==> config.mk <==
export PLATFORM = sky130hd
export DESIGN_NAME = out_display
export DESIGN_NICKNAME = d
export VERILOG_FILES = /design/src/rtl/out_display_pkg.sv /design/src/rtl/seg7_decode.sv /design/src/rtl/out_display.sv
export SDC_FILE = /design/constraint.sdc
export NUM_CORES = 1
export LEC_CHECK = 0
export CORE_MARGIN = 3
export CORE_UTILIZATION = 53
export CTS_CLUSTER_SIZE = 20
export DETAILED_ROUTE_END_ITERATION = 7
export GPL_ROUTABILITY_DRIVEN = 0
export PLACE_DENSITY = 0.81
export SLEW_MARGIN = 30
export SYNTH_ARGS = -nofsm -noshare
export SYNTH_HDL_FRONTEND = slang
export SYNTH_SLANG_ARGS = --single-unit
==> constraint.sdc <==
create_clock -name clk -period 3.1 [get_ports clk]
set_clock_uncertainty 0.2 [all_clocks]
set_input_delay 0.93 -clock clk [delete_from_list [all_inputs] [get_ports clk]]
set_output_delay 0.93 -clock clk [all_outputs]
set_load 0.05 [all_outputs]
==> src/rtl/out_display_pkg.sv <==
// Shared types and constants for the out_display stage: FSM states, digit
// index and BCD digit types, and the active-high 7-segment encodings.
package out_display_pkg;

    // Conversion controller states
    typedef enum logic [0:0] {
        ST_IDLE = 1'b0,
        ST_CONV = 1'b1
    } state_e;

    // Scan position: 0 = ones, 1 = tens, 2 = hundreds, 3 = sign
    typedef logic [1:0] digit_idx_t;

    // One decimal digit in BCD
    typedef logic [3:0] bcd_digit_t;

    // Double-dabble runs one shift per input bit
    localparam int unsigned    CONV_STEPS = 8;
    localparam int unsigned    STEP_W     = 3;
    localparam logic [STEP_W-1:0] LAST_STEP = STEP_W'(CONV_STEPS - 1);

    // Segment encodings, bit order {g,f,e,d,c,b,a}
    localparam logic [6:0] SEG_0     = 7'h3F;
    localparam logic [6:0] SEG_1     = 7'h06;
    localparam logic [6:0] SEG_2     = 7'h5B;
    localparam logic [6:0] SEG_3     = 7'h4F;
    localparam logic [6:0] SEG_4     = 7'h66;
    localparam logic [6:0] SEG_5     = 7'h6D;
    localparam logic [6:0] SEG_6     = 7'h7D;
    localparam logic [6:0] SEG_7     = 7'h07;
    localparam logic [6:0] SEG_8     = 7'h7F;
    localparam logic [6:0] SEG_9     = 7'h6F;
    localparam logic [6:0] SEG_MINUS = 7'h40;
    localparam logic [6:0] SEG_BLANK = 7'h00;

    // Shift-and-add-3 correction applied to each BCD nibble before a shift
    function automatic bcd_digit_t add3(input bcd_digit_t d);
        return (d >= 4'd5) ? bcd_digit_t'(d + 4'd3) : d;
    endfunction

endpackage

==> src/rtl/seg7_decode.sv <==
// Combinational 7-segment decoder. Minus takes precedence over blank, and
// blank takes precedence over the BCD value; non-decimal codes render blank.
module seg7_decode
    import out_display_pkg::*;
(
    input  logic       blank_i,
    input  logic       minus_i,
    input  bcd_digit_t bcd_i,
    output logic [6:0] seg_o
);

    // Map the selected digit to its segment pattern
    always_comb begin
        // NOTE: every output of a combinational block gets a default first so
        // no path through the block leaves it unassigned and infers a latch.
        seg_o = SEG_BLANK;
        if (minus_i) begin
            seg_o = SEG_MINUS;
        end else if (!blank_i) begin
            unique case (bcd_i)
                4'd0:    seg_o = SEG_0;
                4'd1:    seg_o = SEG_1;
                4'd2:    seg_o = SEG_2;
                4'd3:    seg_o = SEG_3;
                4'd4:    seg_o = SEG_4;
                4'd5:    seg_o = SEG_5;
                4'd6:    seg_o = SEG_6;
                4'd7:    seg_o = SEG_7;
                4'd8:    seg_o = SEG_8;
                4'd9:    seg_o = SEG_9;
                default: seg_o = SEG_BLANK;
            endcase
        end
    end

endmodule

==> src/rtl/out_display.sv <==
// Output-display stage: captures the CPU OUT byte, converts it to decimal
// with a sequential shift-and-add-3 engine, and scans a 4-digit
// multiplexed 7-segment display with leading-zero blanking.
// Optional feature macro: SIGNED_DISPLAY_EN (treat the byte as two's
// complement and show a minus sign on digit 3).
module out_display
    import out_display_pkg::*;
#(
    parameter int unsigned SCAN_DIV = 4
) (
    input  logic       clk,
    input  logic       clr_n,
    input  logic       out_load,
    input  logic [7:0] out_data,
    output logic       busy,
    output logic [3:0] an,
    output logic [6:0] seg
);

    localparam logic [15:0] DIV_LAST = 16'(SCAN_DIV - 1);

    // ------------------------------------------------------------------
    // Conversion state
    // ------------------------------------------------------------------
    state_e            state_q, state_d;
    logic [7:0]        bin_q, bin_d;
    logic [11:0]       bcd_q, bcd_d;
    logic [STEP_W-1:0] step_q, step_d;
    logic              sign_conv_q, sign_conv_d;

    // Displayed result, updated only when a conversion completes
    bcd_digit_t        hund_q, hund_d;
    bcd_digit_t        tens_q, tens_d;
    bcd_digit_t        ones_q, ones_d;
    logic              sign_q, sign_d;

    // Byte as presented to the converter: magnitude plus sign flag
    logic [7:0]        load_mag;
    logic              load_neg;

`ifdef SIGNED_DISPLAY_EN
    // Two's complement magnitude; 0x80 wraps to 0x80, which reads as 128
    assign load_neg = out_data[7];
    assign load_mag = load_neg ? 8'(~out_data + 8'd1) : out_data;
`else
    assign load_neg = 1'b0;
    assign load_mag = out_data;
`endif

    // One double-dabble step: correct every nibble, then shift {bcd, bin}
    logic [11:0] bcd_adj;
    logic [19:0] shifted;

    assign bcd_adj = {add3(bcd_q[11:8]), add3(bcd_q[7:4]), add3(bcd_q[3:0])};
    assign shifted = {bcd_adj, bin_q} << 1;

    // Next-state logic for the converter FSM and its datapath
    always_comb begin
        state_d     = state_q;
        bin_d       = bin_q;
        bcd_d       = bcd_q;
        step_d      = step_q;
        sign_conv_d = sign_conv_q;
        hund_d      = hund_q;
        tens_d      = tens_q;
        ones_d      = ones_q;
        sign_d      = sign_q;

        if (out_load) begin
            // A load in either state (re)starts conversion with the new byte
            state_d     = ST_CONV;
            bin_d       = load_mag;
            bcd_d       = '0;
            step_d      = '0;
            sign_conv_d = load_neg;
        end else begin
            unique case (state_q)
                ST_IDLE: begin
                    state_d = ST_IDLE;
                end
                ST_CONV: begin
                    bcd_d  = shifted[19:8];
                    bin_d  = shifted[7:0];
                    step_d = step_q + 1'b1;
                    if (step_q == LAST_STEP) begin
                        hund_d  = shifted[19:16];
                        tens_d  = shifted[15:12];
                        ones_d  = shifted[11:8];
                        sign_d  = sign_conv_q;
                        state_d = ST_IDLE;
                    end
                end
                default: state_d = ST_IDLE;
            endcase
        end
    end

    // Converter registers; clear drops any in-flight conversion
    always_ff @(posedge clk) begin
        // NOTE: clocked state is updated with non-blocking assignments so all
        // registers sample their inputs from the same pre-edge values.
        if (!clr_n) begin
            state_q     <= ST_IDLE;
            bin_q       <= '0;
            bcd_q       <= '0;
            step_q      <= '0;
            sign_conv_q <= 1'b0;
            hund_q      <= '0;
            tens_q      <= '0;
            ones_q      <= '0;
            sign_q      <= 1'b0;
        end else begin
            state_q     <= state_d;
            bin_q       <= bin_d;
            bcd_q       <= bcd_d;
            step_q      <= step_d;
            sign_conv_q <= sign_conv_d;
            hund_q      <= hund_d;
            tens_q      <= tens_d;
            ones_q      <= ones_d;
            sign_q      <= sign_d;
        end
    end

    assign busy = (state_q == ST_CONV);

    // ------------------------------------------------------------------
    // Display scan
    // ------------------------------------------------------------------
    logic [15:0] div_q, div_d;
    digit_idx_t  idx_q, idx_d;
    logic [3:0]  an_q, an_d;
    logic [6:0]  seg_q, seg_d;
    logic        div_wrap;

    // Fields handed to the decoder for the digit about to be enabled
    bcd_digit_t  sel_bcd;
    logic        sel_blank;
    logic        sel_minus;
    logic [6:0]  dec_seg;

    assign div_wrap = (div_q == DIV_LAST);

    // Divider, index advance and selection of the next digit to show
    always_comb begin
        div_d     = div_wrap ? '0 : div_q + 16'd1;
        idx_d     = div_wrap ? digit_idx_t'(idx_q + 2'd1) : idx_q;
        sel_bcd   = '0;
        sel_blank = 1'b1;
        sel_minus = 1'b0;

        unique case (idx_d)
            2'd0: begin
                sel_bcd   = ones_q;
                sel_blank = 1'b0;
            end
            2'd1: begin
                sel_bcd   = tens_q;
                sel_blank = (hund_q == 4'd0) && (tens_q == 4'd0);
            end
            2'd2: begin
                sel_bcd   = hund_q;
                sel_blank = (hund_q == 4'd0);
            end
            2'd3: begin
                sel_bcd   = '0;
                sel_blank = !sign_q;
                sel_minus = sign_q;
            end
            default: begin
                sel_bcd   = '0;
                sel_blank = 1'b1;
            end
        endcase
    end

    seg7_decode u_seg7_decode (
        .blank_i (sel_blank),
        .minus_i (sel_minus),
        .bcd_i   (sel_bcd),
        .seg_o   (dec_seg)
    );

    // an and seg change together, only when the scan advances
    always_comb begin
        an_d  = an_q;
        seg_d = seg_q;
        if (div_wrap) begin
            an_d  = 4'b0001 << idx_d;
            seg_d = dec_seg;
        end
    end

    // Scan registers; reset shows the ones digit as "0"
    always_ff @(posedge clk) begin
        if (!clr_n) begin
            div_q <= '0;
            idx_q <= '0;
            an_q  <= 4'b0001;
            seg_q <= SEG_0;
        end else begin
            div_q <= div_d;
            idx_q <= idx_d;
            an_q  <= an_d;
            seg_q <= seg_d;
        end
    end

    assign an  = an_q;
    assign seg = seg_q;

endmodule

==> results of run 1 <==
## synth_stat cells, types with 2 or more instances
cell type  number
a211oi_1        2
a21boi_0        9
a21o_1          2
a21oi_1        16
a22oi_1         3
and2_1          9
and3_1          7
buf_1           3
buf_2           2
clkbuf_1       10
clkbuf_2        2
dfxtp_1        65
ha_1           14
inv_1          14
mux2i_1        24
nand2_1        49
nand2b_1        5
nand3_1        16
nand3b_1        2
nand4_1         3
nor2_1         39
nor2b_1         5
nor3_1          2
nor3b_1         6
nor4_2          2
o211a_1         2
o211ai_1        3
o21ai_0        16
or2_2           2
xnor2_1        12
xor2_1          9
## metrics by stage
step	utilization (%)	hold slack (ns)
6_report	64.2	0.238
5_1_grt	64.2	0.259
3_5_place_dp	60.4	0.260
2_1_floorplan	-	0.230
3_3_place_gp	60.4	0.245
4_1_cts	63.7	0.272
## what timing repair did
action | in CTS | in global routing
endpoints found under the setup margin | 0 | 4
buffers inserted | 0 | 1
resized for setup | 0 | 5
hold endpoints to repair | 0 | 0
## power breakdown
part | internal (mW) | total (mW) | leakage, nW | switching [mW]
Clock | 0.387 | 0.707 | 0.102 | 0.321
Sequential | 0.858 | 0.877 | 0.527 | 0.0193
Combinational | 0.0770 | 0.176 | 0.903 | 0.0990
Total | 1.32 | 1.76 | 1.53 | 0.439
## final cells by class
class                           count  area [um^2]
Tap cell                           75         93.8
Clock buffer                       10          138
Multi-Input combinational cell    282         1880
Clock inverter                      6         57.6
Timing Repair Buffer               31          298
Fill cell                         503         2130
Sequential cell                    65         1300
Inverter                           14         52.6
## routing by layer
metal / vias up / part of all wire (%) / wire [um] / GRT usage, %
met4: 0 / 1.8 / 116 / 6.62
met5: - / 0 / 0 / 0
li1: 1355 / - / - / -
met2: 37 / 50 / 3180 / 32.8
met1: 1242 / 45 / 2910 / 23.9
met3: 10 / 3.4 / 218 / 6.89
## state kept, by name (all words and copies together), names as in the netlist
name	flops
bcd_q	12
step_q	3
div_q	16
idx_q	2
seg	7
hund_q	4
busy	1
bin_q	8
ones_q	4
an	4
tens_q	4
## logic make-up (layout without fill, tap and decap cells)
family | after synthesis | in the layout | synth area share [%]
compound gates | 67 | 67 | 14.3
xor+xnor | 21 | 21 | 5.59
fa+ha+maj | 14 | 14 | 5.32
buf+inv | 32 | 61 | 4.03
flops | 65 | 65 | 39.5
mux | 24 | 24 | 7.29
simple gates | 156 | 156 | 23.9
## worst min path at each step
| stage | to | depth (start not counted) |
|---|---|---|
| after floorplan | div_q[0] | 1 |
| after CTS | an[3] | 2 |
| after global routing | div_q[0] | 1 |
| final | div_q[0] | 1 |
| after global placement | div_q[0] | 1 |
| after detailed placement | seg[6] | 2 |
==> key figures, run 1 <==
Status
  – Outcome: finished clean

Setup path
  – Largest delay share family, worst path: compound AO/OA/AOI/OAI gates
  – Internal reg-to-reg setup slack: 0.27 ns
  – Crit-path max FO: 5
  – Crit path cell chain: ha_2 -> nor3b_4 -> nand4_2 -> xnor2_1 -> a22o_1 -> a222oi_1 -> buf_4 -> inv_1 -> ha_1 -> inv_1 -> o211ai_2 -> a21o_1 -> nand3_1
  – CP max-delay cell: dfxtp_1
  – CP Depth: 13
  – Most frequent CP cell: inv_1
  – Setup Crit Path Kind: reg2reg
  – Crit Reg-Reg Startpoint: div_q[1]
  – Path depth of the worst reg2reg path: 13
  – CP Launch Point: div_q[1]
  – Crit-path max cell delay: 0.35 ns
  – CP Capture Point: seg[0]
  – Worst r2r dst: seg[0]
  – CP Buf/Inv Count: 3
  – Worst Setup Start Kind: flop
  – Worst setup EP type: flop
  – WP data required: 3.19 ns
  – WP data arrival: 2.92 ns

Clock tree
  – Num CTS Buffers: 9
  – CTS Buffer Depth: 2
  – CTS Hold Buffers Added: 0
  – CTS tree: yes
  – Max H-tree Level: 3
  – Clock latency on the worst-skew pair: 0.35 ns
  – Clock sink count: 65
  – Root buffer cell: clkbuf_8
  – Clock Pin Slew Worst Setup and Hold Paths: 0.07 ns

Pwr
  – Tot Pwr: 1.76 mW
  – Lkg Pwr: 1.53 nW
  – Power Density: 460 nW/um^2
  – Peak supply drop: 438 uV

Routing
  – Via count: 2,644
  – Post-DRT Antenna Nets: 0
  – First drt pass iteration count: 7
  – Via density: 5.47
  – Residual DRC: 0
  – DR iter-0 viols: 139
  – Total Wirelength: 6420 um
  – WL/cell: 13.3 um

Cells and area
  – # diodes: 0
  – Cell Count, Final, Fillers Out: 483
  – Final non-filler cell area: 3820 um^2
  – Area growth, synth to finish: 16.1%
  – Commonest non-fill, non-tap cell in the layout: dfxtp_1
  – Layout cell share with drive strength beyond 1: 10.3%
  – Most frequent cells in the layout: dfxtp_1 (64), nand2_1 (49), nor2_1 (39)
  – Final nets: 428

Timing
  – Least-Margin Pin Slew: 0.564 ns
  – Slew Limit Fails: 0
  – Final Hold Violating Endpoints: 0
  – Setup Viol. Count Final: 0
  – FMAX: 353 MHz
  – Final WS setup: 0.268 ns
  – Period utilization: 91.4%
  – Slew headroom: 62.4%
  – Setup_tns: 0 ns
  – Minimum clock period: 2.83 ns
  – RSZ-0062 raised after global routing: no

Hold path
  – Hold_sp: div_q[0]
  – Type of the worst min-delay path: reg2reg

Global routing
  – Number of global-route vias before repair: 2,571
  – Largest net degree at the start of global routing: 32
  – Initial antenna violation count: 0
  – First-pass GRT wire length: 11,600 um
  – Grt total ovfl: 0
  – Total track usage: 19.7%

Logic synthesis
  – Mapped Nets: 404
  – Synth area leaders: dfxtp_1 (40%), mux2i_1 (7.3%), nand2_1 (5.6%), ha_1 (5.3%), nor2_1 (4.4%)
  – Dominant cell type by area after synthesis: dfxtp_1
  – Avg Cell Area, Syn: 8.69 um^2
  – Synth cell types: 55
  – Synth Flop Type: dfxtp_1
  – Synth async-reset ratio: 0%
  – #FFs+latches synth: 65
  – Cells after Synth: 379
  – Post-synth top area share: 39.5%
  – Synthesized cell area: 3290 um^2
  – Sequential area share after synthesis: 39.5%
  – Synth warn: 0
  – Post-synth EDFFs: 0

Floorplan
  – Io pins: 23
  – Die span in x: 84.8 um
  – Die Y: 84.8 um
  – Row count: 28
  – Initial core utilization: 55.3%
  – Core region area: 5960 um^2
  – Die ar.: 7200 um^2

Placement
  – Post-DP Area: 3600 um^2
  – Setup WS pre-CTS: 0.117 ns
  – Inst Count DP: 466
  – Port Buf Inserts: 22
  – DPL Wire Length: 4570 um

Job
  – Max cap viols: 0
Power figures use the tool's default switching activity.
==> run 2, diff against run 1 <==
Settings changed: CORE_UTILIZATION 53 to 60, PLACE_DENSITY 0.81 to 0.86.
Clock period 3.1 ns to 3.4 ns, I/O delays scaled along.
==> run 2 against run 1 <==
Net effect:
- worst hold slack improved by 0.026 ns
- critical endpoint is now seg[3]
- die area decreased by 11%
- global-route usage increased by 4.2 points
- clock power decreased by 4.7%
==> key figures, run 2 (synthesis results as in run 1) <==
Status
  – Outcome: finished clean (unchanged)

Cells and area
  – Final nets: 427 (was 428)
  – Fillers: 407 (was 503)
  – # diodes: 0 (unchanged)
  – Top reg by flops: div_q (unchanged)
  – Cell Count, Final, Fillers Out: 477 (was 483)
  – Max FFs per register: 16 (unchanged)
  – Most frequent cells in the layout: dfxtp_1 (65), nand2_1 (49), nor2_1 (39) (was dfxtp_1 (64), nand2_1 (49), nor2_1 (39))
  – Commonest non-fill, non-tap cell in the layout: dfxtp_1 (unchanged)
  – Largest regs: div_q x16, bcd_q x12, bin_q x8 (unchanged)
  – Layout cell share with drive strength beyond 1: 9.34% (was 10.3%)
  – Area growth, synth to finish: 14.9% (was 16.1%)

Clock tree
  – Post-CTS setup buffer count: 0 (unchanged)
  – Num CTS Buffers: 9 (unchanged)
  – Cts repair resizes: 0 (unchanged)
  – Clock latency on the worst-skew pair: 0.35 ns (about the same)
  – Root buffer cell: clkbuf_8 (unchanged)
  – Max H-tree Level: 3 (unchanged)
  – Clock sink count: 65 (unchanged)
  – CTS tree: yes (unchanged)
  – CTS Hold Buffers Added: 0 (unchanged)
  – CTS Buffer Depth: 2 (unchanged)
  – Clock Pin Slew Worst Setup and Hold Paths: 0.07 ns (about the same)

Routing
  – Via density: 5.67 (was 5.47)
  – Total Wirelength: 7000 um (was 6420 um)
  – WL/cell: 14.7 um (was 13.3 um)
  – First drt pass iteration count: 4 (was 7)
  – Residual DRC: 0 (unchanged)
  – Post-DRT Antenna Nets: 0 (unchanged)
  – DR iter-0 viols: 136 (was 139)
  – Via count: 2,704 (was 2,644)

Setup path
  – Setup Crit Path Kind: reg2reg (unchanged)
  – Crit-path max FO: 9 (was 5)
  – Worst setup EP type: flop (unchanged)
  – Worst Setup Start Kind: flop (unchanged)
  – WP data arrival: 3.09 ns (was 2.92 ns)
  – WP data required: 3.49 ns (was 3.19 ns)

Timing
  – Slew headroom: 59.0% (was 62.4%)
  – Setup Viol. Count Final: 0 (unchanged)
  – Period utilization: 88.3% (was 91.4%)
  – RSZ-0062 raised after global routing: no (unchanged)
  – Final hold slack: 0.264 ns (was 0.238 ns)
  – Final Hold Violating Endpoints: 0 (unchanged)
  – Setup_tns: 0 ns (unchanged)
  – Minimum clock period: 3.00 ns (was 2.83 ns)
  – Least-Margin Pin Slew: 0.615 ns (was 0.564 ns)
  – Slew Limit Fails: 0 (unchanged)
  – FMAX: 333 MHz (was 353 MHz)

Job
  – Max cap viols: 0 (unchanged)

Global routing
  – Number of global-route vias before repair: 2,623 (was 2,571)
  – Total track usage: 24.0% (was 19.7%)
  – Largest net degree at the start of global routing: 32 (unchanged)
  – Initial antenna violation count: 0 (unchanged)
  – Grt total ovfl: 0 (unchanged)
  – First-pass GRT wire length: 12,000 um (was 11,600 um)

Hold path
  – Type of the worst min-delay path: reg2reg (unchanged)

Floorplan
  – Die span in x: 80.1 um (was 84.8 um)
  – Die Y: 80.1 um (was 84.8 um)
  – Row count: 26 (was 28)
  – Io pins: 23 (unchanged)
  – Core region area: 5200 um^2 (was 5960 um^2)
  – Initial core utilization: 63.3% (was 55.3%)
  – Die ar.: 6410 um^2 (was 7200 um^2)

Pwr
  – Peak supply drop: 285 uV (was 438 uV)
  – Power Density: 432 nW/um^2 (was 460 nW/um^2)
  – Lkg Pwr: 1.52 nW (was 1.53 nW)

Placement
  – Port Buf Inserts: 22 (unchanged)
  – DPL Wire Length: 4970 um (was 4570 um)
  – Inst Count DP: 461 (was 466)
==> run 2: worst paths after layout <==
check,start,end,slack [ns],depth (start not counted)
hold / removal,div_q[0],div_q[0],0.26,1
hold reg to reg,div_q[0],div_q[0],0.26,1
setup reg to reg,div_q[0],seg[3],0.40,13
setup / recovery,div_q[0],seg[3],0.40,13
==> run 2: cell type report <==
class / instances / area [um^2] / share of cell area [%]
multi-input combinational: 282 / 1860 / 49.1
sequential: 65 / 1300 / 34.4
timing repair buffer: 30 / 278 / 7.34
clock buffer: 11 / 151 / 4.00
tap: 70 / 87.6 / 2.31
clock inverter: 5 / 53.8 / 1.42
inverter: 14 / 52.6 / 1.39
==> run 2: critical path, stage by stage, from the launching register on <==
cell and delay, ns:
dfxtp_1 0.33, ha_1 0.24, nor3b_1 0.17, and4_1 0.34, and2_2 0.29, a22o_1 0.19, a222oi_1 0.34, buf_4 0.20
inv_1 0.06, ha_1 0.19, inv_1 0.06, o211ai_2 0.09, a21o_1 0.18, nand3_1 0.07
==> run 2: layer usage <==
layer | global-route usage, % | part of all wire, %
met4 | 7.43 | 1.5
met3 | 7.62 | 4.9
met5 | 0 | 0
met2 | 41.1 | 50
met1 | 28.5 | 44
==> run 2: per-stage QoR <==
step	util (%)	power (mW)	cell area, um^2	setup slack [ns]
after floorplan	-	0.924	3290	0.418
after global placement	68.8	0.969	3580	0.520
after detailed placement	68.8	0.975	3580	0.421
after CTS	72.7	1.64	3780	0.395
after global routing	72.7	1.70	3780	0.170
final	72.7	1.63	3780	0.397
==> run 2: report_power, final <==
group	internal [mW]	leakage [nW]	switching, mW
Combinational	0.0666	0.888	0.0931
Clock	0.376	0.109	0.299
Sequential	0.782	0.527	0.0169
